## config.mk

```make
export PLATFORM = sky130hd
export DESIGN_NAME = lwe_op_controller
export DESIGN_NICKNAME = d
export VERILOG_FILES = /design/src/rtl/lwe_op_controller.sv
export SDC_FILE = /design/constraint.sdc
export NUM_CORES = 1
export LEC_CHECK = 0
export CAP_MARGIN = 20
export CORE_UTILIZATION = 46
export CTS_CLUSTER_DIAMETER = 50
export DETAILED_ROUTE_END_ITERATION = 10
export PLACE_DENSITY = 0.85
export SYNTH_ARGS = -nofsm -noshare
export SYNTH_HDL_FRONTEND = slang
export SYNTH_SLANG_ARGS = --single-unit
```

## constraint.sdc

```tcl
create_clock -name clk -period 1.68 [get_ports clk]
set_input_delay 0.504 -clock clk [delete_from_list [all_inputs] [get_ports clk]]
set_output_delay 0.504 -clock clk [all_outputs]
set_load 0.05 [all_outputs]
```

## src/rtl/lwe_op_controller.sv

```systemverilog
// lwe_op_controller: command sequencer for the LWE accelerator datapath.
// It takes one command at a time (encrypt, decrypt, homomorphic add) and fetches
// its operands from the shared SRAM. For encrypt it also streams the public-key
// rows. It then starts the selected unit, waits for it with a timeout and writes
// the result back.
//
// Ports:
//   clk, rst_n            clock (rising edge), asynchronous active-low reset
//   cmd_valid/cmd_ready   command handshake; cmd_op 00 ENC, 01 DEC, 10 ADD, 11 reserved
//   cmd_src_a/b, cmd_dst  operand and result SRAM addresses
//   sram_en/we/addr       SRAM access; read data is valid one cycle after the address
//   load_a, load_b        selected unit captures SRAM read data as operand A / B-or-key
//   row_valid, row        encrypt unit accumulates public-key row 'row'
//   unit_go               one-hot start pulse {add, dec, enc}
//   unit_done             selected unit has its result ready
//   busy, done, status    activity flag, completion pulse, 00 OK / 01 bad op / 10 timeout
module lwe_op_controller #(
    parameter int unsigned BIG_N      = 30,
    parameter int unsigned ROW_WIDTH  = 5,
    parameter int unsigned ADDR_WIDTH = 8,
    parameter int unsigned PK_BASE    = 0,
    parameter int unsigned SK_BASE    = 32,
    parameter int unsigned TIMEOUT    = 256
) (
    input  logic                  clk,
    input  logic                  rst_n,
    input  logic                  cmd_valid,
    output logic                  cmd_ready,
    input  logic [1:0]            cmd_op,
    input  logic [ADDR_WIDTH-1:0] cmd_src_a,
    input  logic [ADDR_WIDTH-1:0] cmd_src_b,
    input  logic [ADDR_WIDTH-1:0] cmd_dst,
    output logic                  sram_en,
    output logic                  sram_we,
    output logic [ADDR_WIDTH-1:0] sram_addr,
    output logic                  load_a,
    output logic                  load_b,
    output logic                  row_valid,
    output logic [ROW_WIDTH-1:0]  row,
    output logic [2:0]            unit_go,
    input  logic                  unit_done,
    output logic                  busy,
    output logic                  done,
    output logic [1:0]            status
);

    localparam int unsigned WAIT_W = (TIMEOUT > 2) ? $clog2(TIMEOUT) : 1;

    localparam logic [1:0] OP_ENC = 2'b00;
    localparam logic [1:0] OP_DEC = 2'b01;
    localparam logic [1:0] OP_ADD = 2'b10;
    localparam logic [1:0] OP_BAD = 2'b11;

    localparam logic [1:0] ST_OK  = 2'b00;
    localparam logic [1:0] ST_BAD = 2'b01;
    localparam logic [1:0] ST_TMO = 2'b10;

    typedef enum logic [2:0] {
        S_IDLE,
        S_FETCH_A,
        S_FETCH_B,
        S_STREAM,
        S_DRAIN,
        S_WAIT,
        S_WRITE,
        S_DONE
    } state_t;

    state_t                state_q, state_d;
    logic [1:0]            op_q, op_d;
    logic [ADDR_WIDTH-1:0] src_b_q, src_b_d;
    logic [ADDR_WIDTH-1:0] dst_q, dst_d;
    logic [ROW_WIDTH-1:0]  r_q, r_d;
    logic [WAIT_W-1:0]     wcnt_q, wcnt_d;

    logic                  cmd_ready_q, cmd_ready_d;
    logic                  sram_en_q, sram_en_d;
    logic                  sram_we_q, sram_we_d;
    logic [ADDR_WIDTH-1:0] sram_addr_q, sram_addr_d;
    logic                  load_a_q, load_a_d;
    logic                  load_b_q, load_b_d;
    logic                  row_valid_q, row_valid_d;
    logic [ROW_WIDTH-1:0]  row_q, row_d;
    logic [2:0]            unit_go_q, unit_go_d;
    logic                  busy_q, busy_d;
    logic                  done_q, done_d;
    logic [1:0]            status_q, status_d;

    // Next state plus the outputs of the state being entered, so every output is a flop.
    always_comb begin
        state_d     = state_q;
        op_d        = op_q;
        src_b_d     = src_b_q;
        dst_d       = dst_q;
        r_d         = r_q;
        wcnt_d      = wcnt_q;
        sram_en_d   = 1'b0;
        sram_we_d   = 1'b0;
        sram_addr_d = '0;
        load_a_d    = 1'b0;
        load_b_d    = 1'b0;
        row_valid_d = 1'b0;
        row_d       = '0;
        unit_go_d   = 3'b000;
        status_d    = status_q;

        case (state_q)
            S_IDLE: begin
                if (cmd_valid && cmd_ready_q) begin
                    op_d    = cmd_op;
                    src_b_d = cmd_src_b;
                    dst_d   = cmd_dst;
                    if (cmd_op == OP_BAD) begin
                        state_d  = S_DONE;
                        status_d = ST_BAD;
                    end else begin
                        state_d     = S_FETCH_A;
                        sram_en_d   = 1'b1;
                        sram_addr_d = cmd_src_a;
                    end
                end
            end
            S_FETCH_A: begin
                sram_en_d = 1'b1;
                load_a_d  = 1'b1;
                if (op_q == OP_ENC) begin
                    state_d     = S_STREAM;
                    r_d         = '0;
                    sram_addr_d = ADDR_WIDTH'(PK_BASE);
                end else begin
                    state_d     = S_FETCH_B;
                    sram_addr_d = (op_q == OP_DEC) ? ADDR_WIDTH'(SK_BASE) : src_b_q;
                end
            end
            S_FETCH_B: begin
                state_d  = S_DRAIN;
                load_b_d = 1'b1;
            end
            S_STREAM: begin
                // Each cycle presents the row whose read was issued the cycle before.
                row_valid_d = 1'b1;
                if (r_q == ROW_WIDTH'(BIG_N - 1)) begin
                    state_d = S_DRAIN;
                    row_d   = ROW_WIDTH'(BIG_N - 1);
                end else begin
                    r_d         = r_q + ROW_WIDTH'(1);
                    row_d       = r_q;
                    sram_en_d   = 1'b1;
                    sram_addr_d = ADDR_WIDTH'(PK_BASE) + ADDR_WIDTH'(r_d);
                end
            end
            S_DRAIN: begin
                state_d = S_WAIT;
                wcnt_d  = '0;
                case (op_q)
                    OP_ENC:  unit_go_d = 3'b001;
                    OP_DEC:  unit_go_d = 3'b010;
                    OP_ADD:  unit_go_d = 3'b100;
                    default: unit_go_d = 3'b000;
                endcase
            end
            S_WAIT: begin
                // unit_done in the go cycle is stale; done beats the timeout on the last cycle.
                if ((wcnt_q != '0) && unit_done) begin
                    state_d     = S_WRITE;
                    sram_en_d   = 1'b1;
                    sram_we_d   = 1'b1;
                    sram_addr_d = dst_q;
                end else if (wcnt_q == WAIT_W'(TIMEOUT - 1)) begin
                    state_d  = S_DONE;
                    status_d = ST_TMO;
                end else begin
                    wcnt_d = wcnt_q + WAIT_W'(1);
                end
            end
            S_WRITE: begin
                state_d  = S_DONE;
                status_d = ST_OK;
            end
            S_DONE: begin
                state_d = S_IDLE;
            end
            default: begin
                state_d = S_IDLE;
            end
        endcase

        cmd_ready_d = (state_d == S_IDLE);
        busy_d      = (state_d != S_IDLE);
        done_d      = (state_d == S_DONE);
    end

    // State, command latches and registered outputs.
    always_ff @(posedge clk or negedge rst_n) begin
        if (!rst_n) begin
            state_q     <= S_IDLE;
            op_q        <= 2'b00;
            src_b_q     <= '0;
            dst_q       <= '0;
            r_q         <= '0;
            wcnt_q      <= '0;
            cmd_ready_q <= 1'b0;
            sram_en_q   <= 1'b0;
            sram_we_q   <= 1'b0;
            sram_addr_q <= '0;
            load_a_q    <= 1'b0;
            load_b_q    <= 1'b0;
            row_valid_q <= 1'b0;
            row_q       <= '0;
            unit_go_q   <= 3'b000;
            busy_q      <= 1'b0;
            done_q      <= 1'b0;
            status_q    <= 2'b00;
        end else begin
            state_q     <= state_d;
            op_q        <= op_d;
            src_b_q     <= src_b_d;
            dst_q       <= dst_d;
            r_q         <= r_d;
            wcnt_q      <= wcnt_d;
            cmd_ready_q <= cmd_ready_d;
            sram_en_q   <= sram_en_d;
            sram_we_q   <= sram_we_d;
            sram_addr_q <= sram_addr_d;
            load_a_q    <= load_a_d;
            load_b_q    <= load_b_d;
            row_valid_q <= row_valid_d;
            row_q       <= row_d;
            unit_go_q   <= unit_go_d;
            busy_q      <= busy_d;
            done_q      <= done_d;
            status_q    <= status_d;
        end
    end

    assign cmd_ready = cmd_ready_q;
    assign sram_en   = sram_en_q;
    assign sram_we   = sram_we_q;
    assign sram_addr = sram_addr_q;
    assign load_a    = load_a_q;
    assign load_b    = load_b_q;
    assign row_valid = row_valid_q;
    assign row       = row_q;
    assign unit_go   = unit_go_q;
    assign busy      = busy_q;
    assign done      = done_q;
    assign status    = status_q;

endmodule

```

==> summary.md, run 1 <==
- 78.4 um — chip height
- dfrtp_1 — predominant post-synthesis flop cell
- inv_2 > ha_4 > nor3b_4 > a21boi_2 > o31a_1 > or3_1 > a21oi_1 — cell-by-cell listing of the critical path
- 48.2% — Initial Util
- finished with violations — status
- 9 — TritonCTS buffer count
- 0.41 ns — delay of the slowest critical-path stage
- 1 — worst path buffer plus inverter count
- 55 — I/O Buffers
- 0 — antenna violations before repair
- dfrtp_1, buf_4, clkdlybuf4s50_1, buf_12, nand2_1 — commonest cells after routing, fill and taps aside
- simple AND/OR/NAND/NOR gates — combinational family with the most area after synthesis
- 0.863 — routability-driven placement congestion ratio
- -0.185 ns — PnR worst setup slack
- 3 — number of H-tree levels
- 25.0% — gr usage total
- 0 — Final Slew Violations
- negative setup slack — failing checks
- 1.87 ns — post-layout min period
- 268 — Post-Synthesis Net Count
- 0 — number of warning messages in the yosys log
- 0 — DR DRC count
- 111% — final clock period utilization by the worst path
- 5.53 — per-cell via count in the routed design
- 0 — max-cap check violation count
- 44.4% — fraction of layout instances using a drive strength above 1
- clkbuf_8 — Root Buffer Master
- 78.2% — core occupancy in the finished layout
- 0.173 ns — hold slack final
- 100% — async set-reset flop share out of synthesis
- 1710 nW/um^2 — power density normalized to cell area
- 536 MHz — Achievable Freq
- 16 — number of setup violations in the final report
- 2327 — via count
- 234 — synthesized instance count
- 0 — Post-DRT Antenna Nets
- 7.48 mW — PnR Total Power
- 0.33 ns — clock latency on the worst-skew pair
- 5570 um^2 — Core Region
- input pin to asynchronous set/reset pin — kind of path behind the tightest hold check
- 8.29% — proportion of synthesized area in mux cells
- 60 — clock net sink count
- 0 — final antenna diode count
- 13.0% — compound-gate portion of the synthesized area
- 4790 um — total half-perimeter wirelength after legalization and detailed placement
- 50 — distinct cell type count after synthesis
- -0.19 ns — setup slack of the worst register-to-register path
- 5 — maximum net fanout on the critical path
- register — endpoint class of the critical path
- 38.2% — switching power as a share of total power
- 7430 um — Final Routed Wirelength
- 0 — number of enable-type register cells in the synthesized netlist
- 2.86 mW — net switching power of the design
- 7 — depth of the worst register-to-register path
- 62.4% — synthesis-to-layout area growth
- 11.5 um^2 — per-instance average area after synthesis
- 55.9% — sequential element share of the synthesized area
- 1130 uV — Worst VDD drop
- register — category of the worst setup path launch point
- wcnt_q[7]$_DFFE_PN0P_ — end of the worst register-to-register path
- 2 — number of buffers on the longest clock path
- 60 — Yosys reg bits
- 2.12 ns — crit path DAT
- 51.5% — combinational fraction of design power
- 61 — pin count of the biggest net entering global routing
- 1.93 ns — Worst EP required
- 75.9% — worst max-slew margin expressed relative to the limit
- true — RSZ-0062 raised after global routing
- 11500 um — global-route wire length before repair
- 27 — number of rows created at floorplan
- register to register — worst setup path category
- 0.0106 ns — post-route clock skew
- 56 — number of ports placed on the die boundary
- 380 — Net count, final
- 0.362 ns — transition time at the pin with the least slew margin
- 1.97 nW — static leakage
- 5 — Initial DRT Pass Iterations
- 1.63% — Synth Area in XOR/XNOR
- built — TritonCTS clock tree
- 2433 — vias in the first global route
- 0 — Overflow after GRT
- compound AO/OA/AOI/OAI gates — family with the most delay on the worst path
- wcnt_q[0]$_DFFE_PN0P_ — critical register-to-register path startpoint
- 311 — Fill cells
- 16.4% — Clk pwr share
- 16.0% — simple-gate area share of the yosys netlist
- 2690 um^2 — netlist area before placement
- 0 — count of final hold-check violations
- dfrtp_1 — library cell contributing the largest single delay on the critical path
- 17.6 um — wire per inst
- 137 — DRC violation total after the first TritonRoute iteration
- 4.62 mW — internal power
- 32.2% — sequential power share
- 6150 um^2 — Die Area
- 78.4 um — floorplan die width
- 0.07 ns — clk slew on worst S/H paths
- 1.86% — synthesized-area fraction occupied by adder cells
- dfrtp_1 — most common cell after layout, fill and taps aside
[stage by stage]
| step | instance area [um^2] | std cells | TNS, ns | worst slack, ns |
|---|---|---|---|---|
| after floorplan | 2710 | 234 | -0.0288 | -0.0288 |
| after global placement | 3950 | 400 | -9.69 | -0.289 |
| after detailed placement | 3950 | 400 | -11.00 | -0.347 |
| after CTS | 4270 | 419 | -0.679 | -0.126 |
| after global routing | 4360 | 421 | -2.26 | -0.237 |
| final | 4360 | 421 | -1.22 | -0.185 |
[sequential cells by signal, summed over array words and instances, names as in the netlist, 2 cells and up]
name	flops
dst_q	8
op_q	2
r_q	5
row	5
sram_addr	8
src_b_q	8
state_q	3
status	2
unit_go	3
wcnt_q	8
[synthesized netlist by cell type, types with 2 or more instances]
cell type	instances	area, um^2
o21ai_0	11	55.1
nand4_1	2	12.5
xnor2_1	3	26.3
a222oi_1	3	30.0
clkbuf_1	3	11.3
and2_1	6	37.5
a21oi_1	4	20.0
a31o_2	2	17.5
nor3_1	5	25.0
a21boi_2	2	22.5
nand4b_1	2	17.5
a21boi_0	2	15.0
a221o_1	5	50.1
a22o_1	3	26.3
mux2_2	18	203
and3b_1	2	17.5
or3_1	3	18.8
buf_2	6	30.0
ha_1	4	50.1
and3_1	2	12.5
mux2i_1	2	20.0
dfrtp_1	60	1500
xor2_1	2	17.5
nor2b_1	2	12.5
nor4_2	2	25.0
nand3_1	5	25.0
nand2b_1	2	12.5
a31oi_1	2	12.5
nand2_1	24	90.1
nor2_1	16	60.1
inv_1	10	37.5
[cell families after synthesis]
kind of cell	count (synthesis)
AOI/OAI and AO/OA	45
xor gates and xnor gates	5
adders and majority gates	4
buffers and inverters	20
DFF	60
muxes	20
and+or+nand+nor	80
[cell type report]
class	instances	area (um^2)	share of cell area, %
clock buffers	11	141	3.24
clock inverters	3	40.0	0.918
inverters	10	37.5	0.861
well taps	72	90.1	2.07
flip-flops and latches	60	1510	34.5
repair buffers	111	1270	29.0
multi-input cells	154	1280	29.3
[power by group through the flow]
stage               combinational (mW)  sequential (mW)  clock [mW]
finish                            3.85             2.41        1.22
global route                      4.07             2.45        1.30
CTS                               3.63             2.36        1.25
detailed placement                3.38             2.38           0
global placement                  3.28             2.35           0
floorplan                         1.28             2.75           0
[layer usage]
metal | track usage, % | part of all wire [%]
met3 | 8.14 | 4.8
met1 | 28.9 | 40
met4 | 10.0 | 2.7
met2 | 42.8 | 52
met5 | 0 | 0
[how the worst max path moves through the flow]
stage / to / start / cells past startpoint / slack (ns)
2_1_floorplan: busy$_DFF_PN0_ / wcnt_q[0]$_DFFE_PN0P_ / 7 / -0.03
3_3_place_gp: sram_addr[1]$_DFF_PN0_ / cmd_valid / 5 / -0.29
3_5_place_dp: busy$_DFF_PN0_ / cmd_valid / 6 / -0.35
4_1_cts: status[1]$_DFFE_PN0P_ / wcnt_q[1]$_DFFE_PN0P_ / 7 / -0.13
5_1_grt: wcnt_q[7]$_DFFE_PN0P_ / wcnt_q[0]$_DFFE_PN0P_ / 7 / -0.24
6_report: wcnt_q[7]$_DFFE_PN0P_ / wcnt_q[0]$_DFFE_PN0P_ / 7 / -0.19
[what timing repair did]
item | in CTS | in global routing
setup endpoints to repair | 14 | 41
endpoints found under the hold margin | 0 | 0
resized for setup | 22 | 22
hold buffers | 0 | 0
buffers inserted | 5 | 2
pin swaps | 8 | 8
No activity file was read; power rests on OpenSTA's default activity.
==> run 2: changes to the inputs <==
--- a/config.mk
+++ b/config.mk
@@ -9,7 +9,9 @@
 export CORE_UTILIZATION = 46
 export CTS_CLUSTER_DIAMETER = 50
 export DETAILED_ROUTE_END_ITERATION = 10
+export HOLD_SLACK_MARGIN = 0.03
 export PLACE_DENSITY = 0.85
+export RECOVER_POWER = 25
 export SYNTH_ARGS = -nofsm -noshare
 export SYNTH_HDL_FRONTEND = slang
 export SYNTH_SLANG_ARGS = --single-unit
==> constraint.sdc (replaced) <==
create_clock -name clk -period 1.68 [get_ports clk]
set_input_delay 0.42 -clock clk [delete_from_list [all_inputs] [get_ports clk]]
set_output_delay 0.42 -clock clk [all_outputs]
set_load 0.05 [all_outputs]
==> run 2 against run 1 <==
  * The run still ends with negative setup slack left
  * Sequential power is 4% lower
  * Power fell by 8.6%
  * Hold slack improved by 0.31 ns
  * Worst setup slack improved by 0.018 ns
  * Combinational power is 13% lower
  * Critical path type unchanged
  * Largest cell class unchanged
  * Largest power group unchanged
==> summary.md, run 2 (same netlist as run 1, synthesis figures left out) <==
- 2289 — via count, was 2327
- 1.46 ns — transition time at the pin with the least slew margin, was 0.362 ns
- 49.0% — combinational fraction of design power, was 51.5%
- 0 — Overflow after GRT, unchanged
- 2.74 mW — net switching power of the design, was 2.86 mW
- register to register — kind of path behind the tightest hold check, was input pin to asynchronous set/reset pin
- clkbuf_8 — Root Buffer Master, unchanged
- 9 — TritonCTS buffer count, unchanged
- register to register — worst setup path category, unchanged
- 78.4 um — chip height, unchanged
- 1710 nW/um^2 — power density normalized to cell area, about the same
- 10 — number of setup violations in the final report, was 16
- 5.46 — per-cell via count in the routed design, was 5.53
- 3 — number of H-tree levels, unchanged
- 33.9% — sequential power share, was 32.2%
- 541 MHz — Achievable Freq, was 536 MHz
- 56 — number of ports placed on the die boundary, unchanged
- 61 — pin count of the biggest net entering global routing, unchanged
- 2.12 ns — crit path DAT, about the same
- 0.488 ns — hold slack final, was 0.173 ns
- 78.4 um — floorplan die width, unchanged
- register — endpoint class of the critical path, unchanged
- 0.868 — routability-driven placement congestion ratio, was 0.863
- 1010 uV — Worst VDD drop, was 1130 uV
- 17.1% — Clk pwr share, was 16.4%
- 0 — Final Slew Violations, unchanged
- 0.35 ns — clock latency on the worst-skew pair, was 0.33 ns
- 43.2% — fraction of layout instances using a drive strength above 1, was 44.4%
- 0 — antenna violations before repair, unchanged
- 6960 um — Final Routed Wirelength, was 7430 um
- true — RSZ-0062 raised after global routing, unchanged
- 2 — number of buffers on the longest clock path, unchanged
- 3990 um^2 — post-route cell area, was 4360 um^2
- 6150 um^2 — Die Area, unchanged
- 27 — number of rows created at floorplan, unchanged
- 16.6 um — wire per inst, was 17.6 um
- 40.1% — switching power as a share of total power, was 38.2%
- built — TritonCTS clock tree, unchanged
- register — category of the worst setup path launch point, unchanged
- 60 — clock net sink count, unchanged
- 3670 um^2 — dpl cell area, was 3950 um^2
- 0.00940 ns — post-route clock skew, was 0.0106 ns
- 48.5% — synthesis-to-layout area growth, was 62.4%
- 0 — count of final hold-check violations, unchanged
- 110% — final clock period utilization by the worst path, was 111%
- 171 — DRC violation total after the first TritonRoute iteration, was 137
- 1500 um^2 — sequential standard cell area, was 1510 um^2
- 0 — DR DRC count, unchanged
- 1.96 ns — Worst EP required, was 1.93 ns
- 1.85 ns — post-layout min period, was 1.87 ns
- 2357 — vias in the first global route, was 2433
- finished with violations — status, unchanged
- buf_4, dfrtp_1, clkdlybuf4s50_1 — commonest cells after routing, fill and taps aside, was dfrtp_1, buf_4, clkdlybuf4s50_1, buf_12, nand2_1
- negative setup slack — failing checks, unchanged
- 376 — Net count, final, was 380
- 0.08 ns — clk slew on worst S/H paths, was 0.07 ns
- 1230 um^2 — footprint of the multi-input gates, was 1280 um^2
- 1.86 nW — static leakage, was 1.97 nW
- 11400 um — global-route wire length before repair, was 11500 um
- -0.167 ns — PnR worst setup slack, was -0.185 ns
- 4 — maximum net fanout on the critical path, was 5
- 4 — Initial DRT Pass Iterations, was 5
- 48.2% — Initial Util, unchanged
- 0 — max-cap check violation count, unchanged
- 5570 um^2 — Core Region, unchanged
- 71.5% — core occupancy in the finished layout, was 78.2%
- 24.8% — gr usage total, was 25.0%
- 2.97% — worst max-slew margin expressed relative to the limit, was 75.9%
- buf_4 — most common cell after layout, fill and taps aside, was dfrtp_1
- 0 — Post-DRT Antenna Nets, unchanged
- 0 — final antenna diode count, unchanged
- 6.84 mW — PnR Total Power, was 7.48 mW
- 4.10 mW — internal power, was 4.62 mW
- 55 — I/O Buffers, unchanged
- 4790 um — total half-perimeter wirelength after legalization and detailed placement, about the same
- 388 — Fill cells, was 311
## run 2: metal layers
layer | share of wire (%) | up-vias | global-route usage (%)
met5 | 0 | - | 0
met3 | 4.9 | 12 | 6.63
met2 | 53 | 76 | 42.5
met1 | 40 | 1147 | 29.6
met4 | 1.5 | 0 | 10.2
li1 | - | 1054 | -
## run 2: cell type report
class	instances	share of cell area, %
clock inverter	6	0.973
sequential	60	37.7
clock buffer	10	3.45
multi-input combinational	154	30.9
tap	72	2.26
inverter	10	0.941
timing repair buffer	107	23.7
## run 2: final timing paths
| kind | depth (start not counted) | end | startpoint | slack [ns] |
|---|---|---|---|---|
| max | 7 | wcnt_q[7]$_DFFE_PN0P_ | wcnt_q[1]$_DFFE_PN0P_ | -0.17 |
| min | 2 | sram_addr[2]$_DFF_PN0_ | dst_q[2]$_DFFE_PN0P_ | 0.49 |
| max reg2reg | 7 | wcnt_q[7]$_DFFE_PN0P_ | wcnt_q[1]$_DFFE_PN0P_ | -0.17 |
| min reg2reg | 2 | sram_addr[2]$_DFF_PN0_ | dst_q[2]$_DFFE_PN0P_ | 0.49 |
| max in group asynchronous | 2 | cmd_ready$_DFF_PN0_ | rst_n | 0.22 |
| min in group asynchronous | 2 | wcnt_q[0]$_DFFE_PN0P_ | rst_n | 0.50 |
## run 2: worst max-delay path, cell delays in order (launching register included)
cell,delay (ns)
dfrtp_1,0.40
buf_6,0.13
ha_2,0.17
nand4_1,0.18
nor2_2,0.09
o31a_1,0.32
or3_1,0.34
a21oi_2,0.14
## run 2: power by group through the flow
stage          Sequential [mW]  Combinational (mW)  Clock [mW]
3_5_place_dp              2.30                3.02           0
6_report                  2.32                3.35        1.17
5_1_grt                   2.37                3.59        1.25
2_1_floorplan             2.75                1.28           0
3_3_place_gp              2.28                2.94           0
4_1_cts                   2.29                3.16        1.18
## run 2: per-stage QoR
step,cells,TNS [ns],worst slack [ns]
after floorplan,234,-0.0288,-0.0288
after global placement,399,-6.14,-0.201
after global routing,419,-2.56,-0.265
after CTS,417,-0.760,-0.146
after detailed placement,399,-7.06,-0.251
final,419,-0.813,-0.167
## run 2: what timing repair did
item	in CTS	in global routing
buffers inserted	2	2
setup endpoints to repair	13	45
resized for setup	12	19
pin swaps	6	10
gates cloned	0	0
hold buffers	0	0
